<file path="src/rtl/fetch_sequencer.sv">
// Fetch controller: PC enables, single-outstanding imem handshake and a one-entry instruction buffer.
// Optional perf counters are built when FETCH_SEQ_PERF_EN is defined.
module fetch_sequencer #(
  parameter int XLEN        = 32,
  parameter int MEM_TIMEOUT = 255
) (
  input  logic            clock,
  input  logic            reset,
  input  logic [XLEN-1:0] io_pc,
  output logic            io_stall_en,
  output logic            io_jal_en,
  output logic            io_jalr_en,
  input  logic            io_redirect_jal,
  input  logic            io_redirect_jalr,
  input  logic            io_hazard_stall,
  output logic            io_imem_req_valid,
  output logic [XLEN-1:0] io_imem_req_addr,
  input  logic            io_imem_req_ready,
  input  logic            io_imem_resp_valid,
  input  logic [XLEN-1:0] io_imem_resp_data,
  output logic            io_inst_valid,
  output logic [XLEN-1:0] io_inst_data,
  output logic [XLEN-1:0] io_inst_pc,
  input  logic            io_inst_ready,
`ifdef FETCH_SEQ_PERF_EN
  output logic [15:0]     io_perf_redirects,
  output logic [15:0]     io_perf_drops,
`endif
  output logic            io_timeout_err
);

  typedef enum logic [2:0] {
    ST_IDLE,
    ST_REQ,
    ST_RESP,
    ST_HOLD,
    ST_FLUSH
  } state_e;

  localparam logic [7:0] TMO_LIMIT = 8'(MEM_TIMEOUT);

  state_e          state_q;
  logic            inst_valid_q;
  logic [XLEN-1:0] inst_data_q;
  logic [XLEN-1:0] inst_pc_q;
  logic [7:0]      tmo_cnt_q;
  logic [7:0]      tmo_cnt_d;
  logic [7:0]      tmo_inc;
  logic            tmo_hit;
  logic            timeout_err_q;
  logic            redirect;
  logic            capture;

  assign redirect = io_redirect_jal | io_redirect_jalr;
  assign capture  = (state_q == ST_RESP) & io_imem_resp_valid & ~redirect;

  assign io_jal_en         = io_redirect_jal;
  assign io_jalr_en        = io_redirect_jalr & ~io_redirect_jal;
  // PC advances only on the edge that latches the fetched word.
  assign io_stall_en       = ~capture;
  assign io_imem_req_valid = (state_q == ST_REQ);
  assign io_imem_req_addr  = io_pc;
  assign io_inst_valid     = inst_valid_q;
  assign io_inst_data      = inst_data_q;
  assign io_inst_pc        = inst_pc_q;
  assign io_timeout_err    = timeout_err_q;

  // Counter saturates so a stuck memory never wraps back below the limit.
  always_comb begin
    tmo_inc   = (tmo_cnt_q == 8'hFF) ? tmo_cnt_q : tmo_cnt_q + 8'd1;
    tmo_hit   = (state_q == ST_RESP) && (tmo_inc == TMO_LIMIT);
    tmo_cnt_d = 8'd0;
    if (state_q == ST_RESP && !io_imem_resp_valid && !redirect) begin
      tmo_cnt_d = tmo_inc;
    end
  end

  always_ff @(posedge clock) begin
    if (reset) begin
      state_q       <= ST_IDLE;
      inst_valid_q  <= 1'b0;
      inst_data_q   <= '0;
      inst_pc_q     <= '0;
      tmo_cnt_q     <= 8'd0;
      timeout_err_q <= 1'b0;
    end else begin
      tmo_cnt_q <= tmo_cnt_d;
      if (tmo_hit) begin
        timeout_err_q <= 1'b1;
      end
      case (state_q)
        ST_IDLE: state_q <= ST_REQ;
        ST_REQ: begin
          // An accepted request during a redirect still owes us a response to discard.
          if (io_imem_req_ready) begin
            state_q <= redirect ? ST_FLUSH : ST_RESP;
          end
        end
        ST_RESP: begin
          if (io_imem_resp_valid) begin
            if (redirect) begin
              state_q <= ST_REQ;
            end else begin
              inst_valid_q <= 1'b1;
              inst_data_q  <= io_imem_resp_data;
              inst_pc_q    <= io_pc;
              state_q      <= ST_HOLD;
            end
          end else if (redirect) begin
            state_q <= ST_FLUSH;
          end
        end
        ST_HOLD: begin
          if (redirect || (io_inst_ready && !io_hazard_stall)) begin
            inst_valid_q <= 1'b0;
            state_q      <= ST_REQ;
          end
        end
        ST_FLUSH: begin
          if (io_imem_resp_valid) begin
            state_q <= ST_REQ;
          end
        end
        default: state_q <= ST_IDLE;
      endcase
    end
  end

`ifdef FETCH_SEQ_PERF_EN
  logic [15:0] perf_redir_q;
  logic [15:0] perf_drop_q;
  logic        drop;

  assign drop = ((state_q == ST_RESP) & io_imem_resp_valid & redirect) |
                ((state_q == ST_FLUSH) & io_imem_resp_valid);

  always_ff @(posedge clock) begin
    if (reset) begin
      perf_redir_q <= 16'd0;
      perf_drop_q  <= 16'd0;
    end else begin
      if (redirect && perf_redir_q != 16'hFFFF) begin
        perf_redir_q <= perf_redir_q + 16'd1;
      end
      if (drop && perf_drop_q != 16'hFFFF) begin
        perf_drop_q <= perf_drop_q + 16'd1;
      end
    end
  end

  assign io_perf_redirects = perf_redir_q;
  assign io_perf_drops     = perf_drop_q;
`endif

endmodule
</file>
<file path="config.mk">
export PLATFORM = sky130hd
export DESIGN_NAME = fetch_sequencer
export DESIGN_NICKNAME = d
export VERILOG_FILES = /design/src/rtl/fetch_sequencer.sv
export SDC_FILE = /design/constraint.sdc
export NUM_CORES = 1
export LEC_CHECK = 0
export BUFFER_PORTS_ARGS = -buffer_cell sky130_fd_sc_hd__buf_2
export CAP_MARGIN = 20
export CORE_UTILIZATION = 25
export CTS_CLUSTER_SIZE = 24
export DETAILED_ROUTE_END_ITERATION = 7
export PLACE_DENSITY = 0.57
export SLEW_MARGIN = 10
export SYNTH_ARGS = -nofsm -noshare
export SYNTH_HDL_FRONTEND = slang
export SYNTH_SLANG_ARGS = --single-unit
</file>
<file path="constraint.sdc">
create_clock -name clock -period 2.4 [get_ports clock]
set_clock_uncertainty 0.15 [all_clocks]
set_input_delay 0.72 -clock clock [delete_from_list [all_inputs] [get_ports clock]]
set_output_delay 0.72 -clock clock [all_outputs]
set_load 0.01 [all_outputs]
</file>
# Yosys cells after proc, flatten, opt, wreduce, memory -nomap -nowiden
# Index checks and enable logic that the tools add are counted.
# op_classes
add_sub_neg	1
n_eq_ne	12
reduce_logical	14
bitwise_logic	8
muxes	13
# op_table
operator	count
$mux 3	6
$eq 8x8->1 const B	2
$pmux 3 s5	1
$add 8x1->8 const B	1
$mux 8	1
$ne 2x2->1 const B	4
$reduce_and 4->1	2
$eq 3x2->1 const B	2
$logic_and 1x1->1	4
$not 1->1	4
$and 1x1->1	3
$eq 3x1->1 const B	1
$eq 3x3->1 const B	1
$logic_not 1->1	3
$logic_not 3->1	1
$mux 1	3
$ne 3x3->1 const B	1
$reduce_and 3->1	1
$mux 2	1
$ne 2x1->1 const B	1
$pmux 1 s2	1
$reduce_bool 2->1	1
$reduce_or 2->1	1
$logic_or 1x1->1	1
$or 1x1->1	1
# word_totals
elab_cells	54
ff_bits	77
out_inout_bits	102
inputBits	72

# Longest topological paths before layout
# logic_depth
depth_word	5
depth_mapped	8

# Least setup slack after synthesis
# No wires, ideal clock.
# synth_path
kind	input to output
startpoint	in io_redirect_jalr
endpoint	out io_stall_en
setup_slack_ns	0.134
t_arrival_ns	1.396
n_path_buf	1
path_stages	4
path_cell_list	nor4b_4 -> and3b_2 -> inv_2 -> buf_2
# synth_via
elab_chain_len	4
# synth_rtl
element	line	rtl
start: declaration	14	input logic io_redirect_jalr,
$or 1x1->1	54	assign redirect = io_redirect_jal | io_redirect_jalr;
$not 1->1 (no line)	--	
$and 1x1->1	55	assign capture = (state_q == ST_RESP) & io_imem_resp_valid & ~redirect;
$not 1->1	60	assign io_stall_en = ~capture;
end: declaration	10	output logic io_stall_en,
# Every way passes these cells.

# Final worst setup path
# layout_path
startpoint	in io_redirect_jal
endpoint	out io_stall_en
# layout_via
elab_chain_len	4
# layout_rtl
element	line	rtl
start: declaration	13	input logic io_redirect_jal,
$or 1x1->1	54	
$not 1->1 (no line)	--	
$and 1x1->1	55	
$not 1->1	60	
# Every way passes these cells.

==> flow_summary.ini <==
[cts]
cts.sinks = 77
ctsHtreeMaxLevel = 3
cts_hold_buf = 0
clock_latency_ns = 0.34
clock-root-buffer = clkbuf_16
clk_pin_slew_ns = 0.06
cts_made_buffers = 9
clockBufferDepth = 2
cts_tree = done

[sta]
final-max-slew-violation-count = 0
timing.final.hold_violations = 0
fmax_mhz = 423
tightest_slew_ns = 0.460
finalCriticalPeriod_ns = 2.36
tns_ns = 0
slew_headroom_pct = 69.0
worst_slack_ns = 0.0375
rsz0062_at_grt = false
min_period_over_period_pct = 98.4
setup_viol = 0

[logic_synthesis]
synthCells = 409
synth_most_common_cell = nand2_1
yosys.cell_types.count = 36
synth_top_area_share_pct = 47.0
synth_flop_cell = dfxtp_1
ys_async_sr_fraction_pct = 0
syn_avg_cell_area_sq_um = 8.02
synth_top_cells_by_area = dfxtp_1 47%, nand2_1 15%, a21oi_1 10%
synth_largest_area_cell = dfxtp_1
syn_nets = 482
yosys_register_bits = 77
synth_common_cells = 133 x nand2_1, 77 x dfxtp_1, 68 x a21oi_1
synth-edff-count = 0
synth_area_sq_um = 3280
ys_seq_area_share_pct = 47.0
yosysWarningCount = 0

[worst_setup_path]
worstSetupEndpointType = output pin
timing.rr.start = state_q[2]$_SDFFE_PP0P_
r2r-end = io_inst_valid$_SDFFE_PP0P_
rrSetupSlack_ns = 0.51
required_ns = 1.53
crit_start = io_redirect_jal
start_kind = input pin
path_class = in2out
critPathArrivalTime_ns = 1.49
cp_max_fo = 4
crit_path_end = io_stall_en
rr_worst_depth = 7

[placement]
port_buffers = 173
hpwlAfterDp_mm = 5.72
gp_congestion = 0.814
place_ws_ns = 0.0113

[detailed_routing]
viasPerCell = 4.28
drt_iter0_markers = 156
drt-pass1-iter-count = 4
vias = 3080
wl_per_cell_microns = 11.3
drc = 0
ant_nets = 0
routed_wl_mm = 8.13

[global_routing]
grt_busiest_layer = met2
met3_usage_pct = 4.51
grt_usage_pct = 11.8
gr-usage-met2_pct = 20.7
grt_pass1_vias = 2728
grt_util_met1_pct = 12.0
antenna_found_initial = 0
grt-ovfl-total = 0
grt_pass1_wl_mm = 12.2
grt_max_degree = 66

[power_and_ir_drop]
powerDensity_nw_per_um2 = 718
leakagePower_nw = 1.93
irDropWorstVdd_mv = 0.483

[hold_path]
min_path_type = reg2reg

[layout]
nets = 616
syn_to_final_growth_pct = 33.5
drive_above_1_share_pct = 37.6
nFillCells = 1370
antenna_cells = 0

[die]
io_pins = 174
die_w_microns = 117
die-height_microns = 117
coreArea_sq_um = 12700
dieArea_sq_um = 13600
rows = 41
start_util_pct = 25.8

[outcome]
status = finished clean

[run]
cap_violations = 0
[report_power, final]
group	leakage, nW	switching (mW)	internal [mW]
Combinational	1.14	0.126	0.113
Clock	0.172	0.522	1.07
Sequential	0.621	0.0157	1.29
Total	1.93	0.664	2.48
[worst min-delay path by stage]
| stage | start | endpoint | slack [ns] | cells past startpoint |
|---|---|---|---|---|
| after floorplan | tmo_cnt_q[2]$_SDFF_PP0_ | tmo_cnt_q[2]$_SDFF_PP0_ | 0.33 | 1 |
| after global placement | io_inst_data[28]$_SDFFE_PP0N_ | io_inst_data[28]$_SDFFE_PP0N_ | 0.29 | 2 |
| after detailed placement | io_inst_pc[31]$_SDFFE_PP0N_ | io_inst_pc[31]$_SDFFE_PP0N_ | 0.29 | 2 |
| after CTS | io_inst_pc[31]$_SDFFE_PP0N_ | io_inst_pc[31]$_SDFFE_PP0N_ | 0.30 | 2 |
| after global routing | io_inst_data[22]$_SDFFE_PP0N_ | io_inst_data[22]$_SDFFE_PP0N_ | 0.32 | 2 |
| final | io_inst_pc[1]$_SDFFE_PP0N_ | io_inst_pc[1]$_SDFFE_PP0N_ | 0.30 | 2 |
[cell usage in the layout (no fill, tap or decap), types with 2 or more instances in the layout]
cell / instances
buf_2: 172
nand2_1: 133
dfxtp_1: 77
a21oi_1: 68
nor2_1: 12
buf_4: 10
clkbuf_16: 9
nand3_1: 7
inv_1: 5
o21ai_0: 5
a31oi_1: 4
nand2b_1: 3
nor2b_1: 3
xnor2_1: 3
bufinv_16: 3
o211ai_1: 2
nand4_1: 2
and3_1: 2
nor3_1: 2
o21bai_1: 2
o22ai_1: 2
clkbuf_8: 2
buf_12: 2
[logic make-up (layout without fill, tap and decap cells)]
logic type / count (synthesis) / count (layout) / synth area share, %
adders and majority gates: 1 / 1 / 0.381
muxes: 1 / 1 / 0.305
AOI/OAI and AO/OA: 87 / 87 / 14.5
xor gates and xnor gates: 4 / 4 / 1.07
DFF: 77 / 77 / 47.0
and+or+nand+nor: 171 / 171 / 22.0
buffers and inverters: 68 / 207 / 14.8
[registers in the layout, indices dropped and copies added, names as in the netlist]
name / count
io_inst_valid: 1
tmo_cnt_q: 8
state_q: 3
io_inst_data: 32
io_timeout_err: 1
io_inst_pc: 32
[worst max-delay path, stage by stage]
cell and delay [ns]:
buf_2 0.13, nor4b_4 0.25, and3b_2 0.23, inv_2 0.04, buf_6 0.11
[stage by stage]
stage / power (mW) / util (%) / hold WS, ns / std cells / cell area, sq um
global placement: 1.58 / 31.4 / 0.288 / 701 / 3990
detailed placement: 1.58 / 31.4 / 0.295 / 701 / 3990
CTS: 3.20 / 34.2 / 0.303 / 717 / 4350
global route: 3.29 / 34.4 / 0.316 / 720 / 4380
floorplan: 1.49 / - / 0.329 / 409 / 3280
finish: 3.15 / 34.4 / 0.300 / 720 / 4380
[metal layers]
metal	part of all wire (%)	routed length, microns
met5	0	0
met4	2.5	200
met3	7.2	589
met2	48	3920
met1	42	3420
[final cells by class]
type / instances / area [sq um] / share of cell area, %
clock buffers: 11 / 253 / 5.77
multi-input cells: 264 / 1250 / 28.6
clock inverters: 5 / 106 / 2.43
flip-flops and latches: 77 / 1540 / 35.2
inverters: 6 / 22.5 / 0.514
well taps: 172 / 215 / 4.91
repair buffers: 185 / 987 / 22.5
[timing repair]
action,4_1_cts,5_1_grt
resized for setup,0,1
setup buffers,0,3
endpoints found under the setup margin,0,1
(Power assumes the default switching activity.)
